File: src/rtl/serial_adder_bm_if.sv
// Operand, mode and result bundle for the bit-serial adder/subtractor.
// The master side issues start/operands and the slave side returns the results.
interface serial_adder_bm_if #(
   parameter int WIDTH = 8
);
   logic             start;
   logic             sub;
   logic [WIDTH-1:0] a;
   logic [WIDTH-1:0] b;
   logic             busy;
   logic             done;
   logic [WIDTH-1:0] s;
   logic             c;
   logic             ovf;

   modport master (
      output start, sub, a, b,
      input  busy, done, s, c, ovf
   );

   modport slave (
      input  start, sub, a, b,
      output busy, done, s, c, ovf
   );
endinterface

File: src/rtl/serial_adder_bm.sv
// Bit-serial adder/subtractor: one full-adder cell plus a carry flop,
// time-shared over WIDTH bits, LSB first.
// Subtraction is a + ~b + 1, with the +1 entering as the initial carry.
// The result shifts in at the MSB of s, so after WIDTH steps it is LSB aligned.
module serial_adder_bm #(
   parameter int WIDTH = 8
) (
   input  logic             clk,
   input  logic             rst,
   serial_adder_bm_if.slave bus
);

   localparam int             CW       = (WIDTH > 1) ? $clog2(WIDTH) : 1;
   localparam logic [CW-1:0]  LAST_BIT = CW'(WIDTH - 1);

   typedef enum logic [1:0] {
      IDLE = 2'd0,
      RUN  = 2'd1,
      DONE = 2'd2
   } state_t;

   state_t           state_q, state_d;
   logic [WIDTH-1:0] ra_q, ra_d;
   logic [WIDTH-1:0] rb_q, rb_d;
   logic [WIDTH-1:0] s_q, s_d;
   logic             cy_q, cy_d;
   logic             c_q, c_d;
   logic             ovf_q, ovf_d;
   logic [CW-1:0]    cnt_q, cnt_d;
   logic             sum_bit;
   logic             cy_out;
   logic             accept;

   function automatic logic maj3(input logic x, input logic y, input logic z);
      return (x & y) | (x & z) | (y & z);
   endfunction

   // Next-state, operand capture and one full-adder bit-step per RUN cycle.
   always_comb begin
      state_d = state_q;
      ra_d    = ra_q;
      rb_d    = rb_q;
      s_d     = s_q;
      cy_d    = cy_q;
      c_d     = c_q;
      ovf_d   = ovf_q;
      cnt_d   = cnt_q;
      sum_bit = ra_q[0] ^ rb_q[0] ^ cy_q;
      cy_out  = maj3(ra_q[0], rb_q[0], cy_q);
      accept  = bus.start && (state_q != RUN);

      case (state_q)
         RUN: begin
            cy_d = cy_out;
            ra_d = ra_q >> 1;
            rb_d = rb_q >> 1;
            s_d  = {sum_bit, s_q[WIDTH-1:1]};
            if (cnt_q == LAST_BIT) begin
               // MSB step: carry into and out of the sign bit give overflow.
               c_d     = cy_out;
               ovf_d   = cy_q ^ cy_out;
               state_d = DONE;
            end else begin
               cnt_d = cnt_q + 1'b1;
            end
         end
         DONE: begin
            state_d = IDLE;
         end
         default: begin
            state_d = IDLE;
         end
      endcase

      // A start in RUN is ignored; in IDLE or DONE it loads a new operation.
      if (accept) begin
         state_d = RUN;
         ra_d    = bus.a;
         rb_d    = bus.sub ? ~bus.b : bus.b;
         cy_d    = bus.sub;
         cnt_d   = '0;
         s_d     = '0;
      end
   end

   // State and datapath registers; reset discards any partial result.
   always_ff @(posedge clk) begin
      if (rst) begin
         state_q <= IDLE;
         ra_q    <= '0;
         rb_q    <= '0;
         s_q     <= '0;
         cy_q    <= 1'b0;
         c_q     <= 1'b0;
         ovf_q   <= 1'b0;
         cnt_q   <= '0;
      end else begin
         state_q <= state_d;
         ra_q    <= ra_d;
         rb_q    <= rb_d;
         s_q     <= s_d;
         cy_q    <= cy_d;
         c_q     <= c_d;
         ovf_q   <= ovf_d;
         cnt_q   <= cnt_d;
      end
   end

   assign bus.busy = (state_q == RUN);
   assign bus.done = (state_q == DONE);
   assign bus.s    = s_q;
   assign bus.c    = c_q;
   assign bus.ovf  = ovf_q;

endmodule

File: src/flat_wrapper.sv
// flat-port wrapper written by rule: the top's interface ports become plain ports
module serial_adder_bm_flat 
#(
   parameter int WIDTH = 8
)
  (clk, rst, bus_start, bus_sub, bus_a, bus_b, bus_busy, bus_done, bus_s, bus_c, bus_ovf);
  serial_adder_bm_if #(.WIDTH(WIDTH)) bus_i ();
  input  logic clk;
  input  logic rst;
  input wire logic [$bits(bus_i.start)-1:0] bus_start;
  input wire logic [$bits(bus_i.sub)-1:0] bus_sub;
  input wire logic [$bits(bus_i.a)-1:0] bus_a;
  input wire logic [$bits(bus_i.b)-1:0] bus_b;
  output wire logic [$bits(bus_i.busy)-1:0] bus_busy;
  output wire logic [$bits(bus_i.done)-1:0] bus_done;
  output wire logic [$bits(bus_i.s)-1:0] bus_s;
  output wire logic [$bits(bus_i.c)-1:0] bus_c;
  output wire logic [$bits(bus_i.ovf)-1:0] bus_ovf;
  assign bus_i.start = bus_start;
  assign bus_i.sub = bus_sub;
  assign bus_i.a = bus_a;
  assign bus_i.b = bus_b;
  assign bus_busy = bus_i.busy;
  assign bus_done = bus_i.done;
  assign bus_s = bus_i.s;
  assign bus_c = bus_i.c;
  assign bus_ovf = bus_i.ovf;
  serial_adder_bm #(.WIDTH(WIDTH)) u_core (.clk(clk), .rst(rst), .bus(bus_i));
endmodule
File: config.mk
export PLATFORM = sky130hd
export DESIGN_NAME = serial_adder_bm_flat
export DESIGN_NICKNAME = d
export VERILOG_FILES = /design/src/rtl/serial_adder_bm_if.sv /design/src/rtl/serial_adder_bm.sv /design/src/flat_wrapper.sv
export SDC_FILE = /design/constraint.sdc
export NUM_CORES = 1
export LEC_CHECK = 0
export BUFFER_PORTS_ARGS = -buffer_cell sky130_fd_sc_hd__clkbuf_2
export CORE_ASPECT_RATIO = 1.4
export CORE_UTILIZATION = 30
export CTS_BUF_LIST = sky130_fd_sc_hd__clkbuf_2 sky130_fd_sc_hd__clkbuf_4 sky130_fd_sc_hd__clkbuf_8
export CTS_CLUSTER_SIZE = 10
export DETAILED_ROUTE_END_ITERATION = 10
export SETUP_SLACK_MARGIN = 0.05
export SYNTH_ARGS = -nofsm -noshare
export SYNTH_HDL_FRONTEND = slang
export SYNTH_SLANG_ARGS = --single-unit
File: constraint.sdc
create_clock -name clk -period 1.5 [get_ports clk]
set_input_delay 0.45 -clock clk [delete_from_list [all_inputs] [get_ports clk]]
set_output_delay 0.45 -clock clk [all_outputs]
set_load 0.05 [all_outputs]
==> impl_metrics.env <==
export IMPL_synthesis_area_per_instance_sq_um=9.278
export IMPL_vias_per_cell=4.580
export IMPL_worst_slew_pin_slew_ns=0.3140
export IMPL_final_count_of_hold_timing_violations=0
export IMPL_numCtsBuffers=5
export IMPL_most_common_layout_cells="sky130_fd_sc_hd__dfxtp_1 (30), sky130_fd_sc_hd__clkbuf_2 (29), sky130_fd_sc_hd__nand2_1 (27)"
export IMPL_ff_latch_area_sq_um=643.1
export IMPL_multi_input_comb_area_sq_um=750.7
export IMPL_rows=29
export IMPL_wire_length_of_the_first_global_routing_pass_mm=4.802
export IMPL_clk_insertion_delay_late_ns=0.29
export IMPL_seq_area_frac_synth_pct=43.43
export IMPL_grt_max_degree=27
export IMPL_first_global_vias=1094
export IMPL_gr_usage_all_layers_pct=12.36
export IMPL_rsz_0062_raised_after_global_routing="yes"
export IMPL_p_int_w=0.001619
export IMPL_cts_tree="done"
export IMPL_globalplace_congestion=0.6968
export IMPL_grt_ovfl_total=0
export IMPL_hold_class="reg -> reg"
export IMPL_timing_fmax_ghz=0.6948
export IMPL_maximum_capacitance_violations=0
export IMPL_critPathLaunch="u_core.state_q[1]"
export IMPL_dpl_cell_count=246
export IMPL_mappedNetlistNets=182
export IMPL_yosys_area_top_type="sky130_fd_sc_hd__dfxtp_1"
export IMPL_synth_cell_types=27
export IMPL_outcome="completed"
export IMPL_crit_arrival_ns=0.99
export IMPL_clock_skew_final_ns=0.006229
export IMPL_drive_above_1_share_pct=33.16
export IMPL_post_route_period_util_pct=95.95
export IMPL_timing_final_setup_violations=0
export IMPL_p_comb_share_pct=13.5
export IMPL_root_buffer="sky130_fd_sc_hd__clkbuf_8"
export IMPL_post_layout_cell_count=255
export IMPL_synthesis_area_sq_mm=0.001475
export IMPL_holdCritStartpoint="u_core.rb_q[2]"
export IMPL_synthToLayoutAreaGrowth_pct=25.28
export IMPL_firstDrtPassIters=3
export IMPL_yosys_register_bits=32
export IMPL_io_pins=32
export IMPL_drtIter0Drc=34
export IMPL_clockBufferDepth=2
export IMPL_post_synth_top_area_fraction_pct=43.43
export IMPL_cts_htree_levels=2
export IMPL_synth_area_leaders="sky130_fd_sc_hd__dfxtp_1 (43%), sky130_fd_sc_hd__nand2_1 (6.9%), sky130_fd_sc_hd__mux2i_1 (6.1%)"
export IMPL_vdd_ir_drop_max_uv=669.8
export IMPL_p_per_area_mw_per_mm2=1148
export IMPL_route_vias_total=1168
export IMPL_remaining_max_slew_budget_at_the_tightest_pin_pct=79.07
export IMPL_starting_density_of_the_core_pct=31.76
export IMPL_postRouteAntennaNets=0
export IMPL_drt_wirelength_per_cell_um=11.12
export IMPL_route_final_wire_length_mm=2.835
export IMPL_final_period_minus_worst_setup_slack_ns=1.439
export IMPL_post_dp_hpwl_mm=1.929
export IMPL_nets=215
export IMPL_initial_antenna_violation_count=0
export IMPL_antenna_cells_inserted=0
export IMPL_final_common_cell="sky130_fd_sc_hd__dfxtp_1"
export IMPL_p_sw_share_pct=23.67
export IMPL_fin_tns_setup_ns=0
export IMPL_fp_dieArea_sq_mm=0.005206
export IMPL_cp_data_required_time_ns=1.05
export IMPL_slew_violations=0
export IMPL_critical_path_endpoint_type="primary output"
export IMPL_synth_flop_type="sky130_fd_sc_hd__dfxtp_1"
export IMPL_critical_path_reg2reg_startpoint="u_core.cnt_q[0]"
export IMPL_yosys_warnings=0
export IMPL_synth_edff_count=0
export IMPL_die_width_um=61.27
export IMPL_critPathLaunchType="flop"
export IMPL_power_switching_w=0.0005021
export IMPL_syn_inst=159
export IMPL_port_buffers=31
export IMPL_core_sq_mm=0.004644
export IMPL_power_share_clock_pct=42.7
export IMPL_n_fill_cell=520
export IMPL_drcViolationCount=0
export IMPL_asyncSetResetFlopFracSynth_pct=0
export IMPL_clock_sinks=32
export IMPL_critPathKind="reg -> out"
export IMPL_clock_input_transition_at_the_sequential_cells_of_the_worst_setup_and_hold_paths_ns=0.07
export IMPL_die_y_extent_um=84.97
export IMPL_crit_path_max_fanout=4
export IMPL_share_of_total_power_in_sequential_cells_pct=43.8
export IMPL_leakagePower_nw=0.7627
[cell families (layout without fill, tap and decap cells)]
logic type,count (synthesis),after routing,share of synthesized area [%]
AOI/OAI and AO/OA,39,39,19.51
xor gates and xnor gates,10,10,5.938
adders and majority gates,3,3,3.053
buffers and inverters,13,47,6.361
DFF,32,32,43.43
muxes,9,9,6.107
and+or+nand+nor,53,53,15.61
[power by group through the flow]
stage          sequential [W]  combinational, W  clock [W]
6_report             0.000928          0.000287   0.000906
5_1_grt              0.000934          0.000323   0.000951
4_1_cts              0.000929          0.000289   0.000928
3_5_place_dp         0.000947          0.000285          0
3_3_place_gp         0.000946          0.000282          0
2_1_floorplan        0.000946          0.000213          0
[metal layers]
layer / wire length [um] / vias to the layer above / global-route usage [%]
li1: - / 607 / -
met1: 1250 / 532 / 14.76
met2: 1358 / 23 / 18.77
met3: 158 / 6 / 4.421
met4: 67 / 0 / 6.818
met5: 0 / - / 0
[stage by stage]
step	setup slack [ns]	instance area (sq um)	utilization, %	hold slack, ns	total power (W)
detailed placement	0.08324	1693	36.45	0.4463	0.001232
global placement	0.1391	1693	36.45	0.4469	0.001228
floorplan	0.1521	1478	-	0.4367	0.001159
CTS	0.03777	1838	39.57	0.4510	0.002145
global route	0.01975	1848	39.79	0.4879	0.002208
finish	0.06074	1848	39.79	0.4515	0.002121
[critical path: stages (launching register included)]
cell	delay (ns)
sky130_fd_sc_hd__dfxtp_2	0.36
sky130_fd_sc_hd__nor2b_2	0.15
sky130_fd_sc_hd__clkbuf_8	0.18
[cell usage after synthesis (2+ instances only)]
master                      n
sky130_fd_sc_hd__buf_4      3
sky130_fd_sc_hd__buf_2      3
sky130_fd_sc_hd__clkbuf_1   2
sky130_fd_sc_hd__a211o_1    7
sky130_fd_sc_hd__xnor2_1    9
sky130_fd_sc_hd__dfxtp_1   32
sky130_fd_sc_hd__nand2_1   27
sky130_fd_sc_hd__nand3_1    2
sky130_fd_sc_hd__a211oi_1   8
sky130_fd_sc_hd__buf_6      4
sky130_fd_sc_hd__mux2i_1    9
sky130_fd_sc_hd__o21ai_0    2
sky130_fd_sc_hd__a21oi_2    9
sky130_fd_sc_hd__ha_1       2
sky130_fd_sc_hd__a21oi_1   11
sky130_fd_sc_hd__nor2_1    18
[sequential cells by signal, summed over array words and instances, names as in the netlist]
| register | cells |
|---|---|
| u_core.rb_q | 8 |
| u_core.state_q | 2 |
| u_core.cy_q | 1 |
| u_core.bus.s | 8 |
| u_core.cnt_q | 3 |
| u_core.bus.c | 1 |
| u_core.ra_q | 8 |
| u_core.bus.ovf | 1 |
[path summary, 6_finish.rpt]
kind | to | cells after the start | slack [ns]
max reg2reg | u_core.cnt_q[0] | 5 | 0.11
min | u_core.rb_q[1] | 2 | 0.45
max | bus_done | 2 | 0.06
min reg2reg | u_core.rb_q[1] | 2 | 0.45
[final cells by class]
cell class | instances | area share [%]
inverters | 1 | 0.3385
multi-input cells | 114 | 40.62
well taps | 62 | 4.198
repair buffers | 38 | 13.20
clock inverters | 1 | 1.625
flip-flops and latches | 32 | 34.80
clock buffers | 7 | 5.213
[repair_timing]
action                                  4_1_cts  5_1_grt
buffers inserted                              1        0
endpoints found under the setup margin        2        5
hold buffers                                  0        0
resized for setup                             4        3
Power figures use the tool's default switching activity.
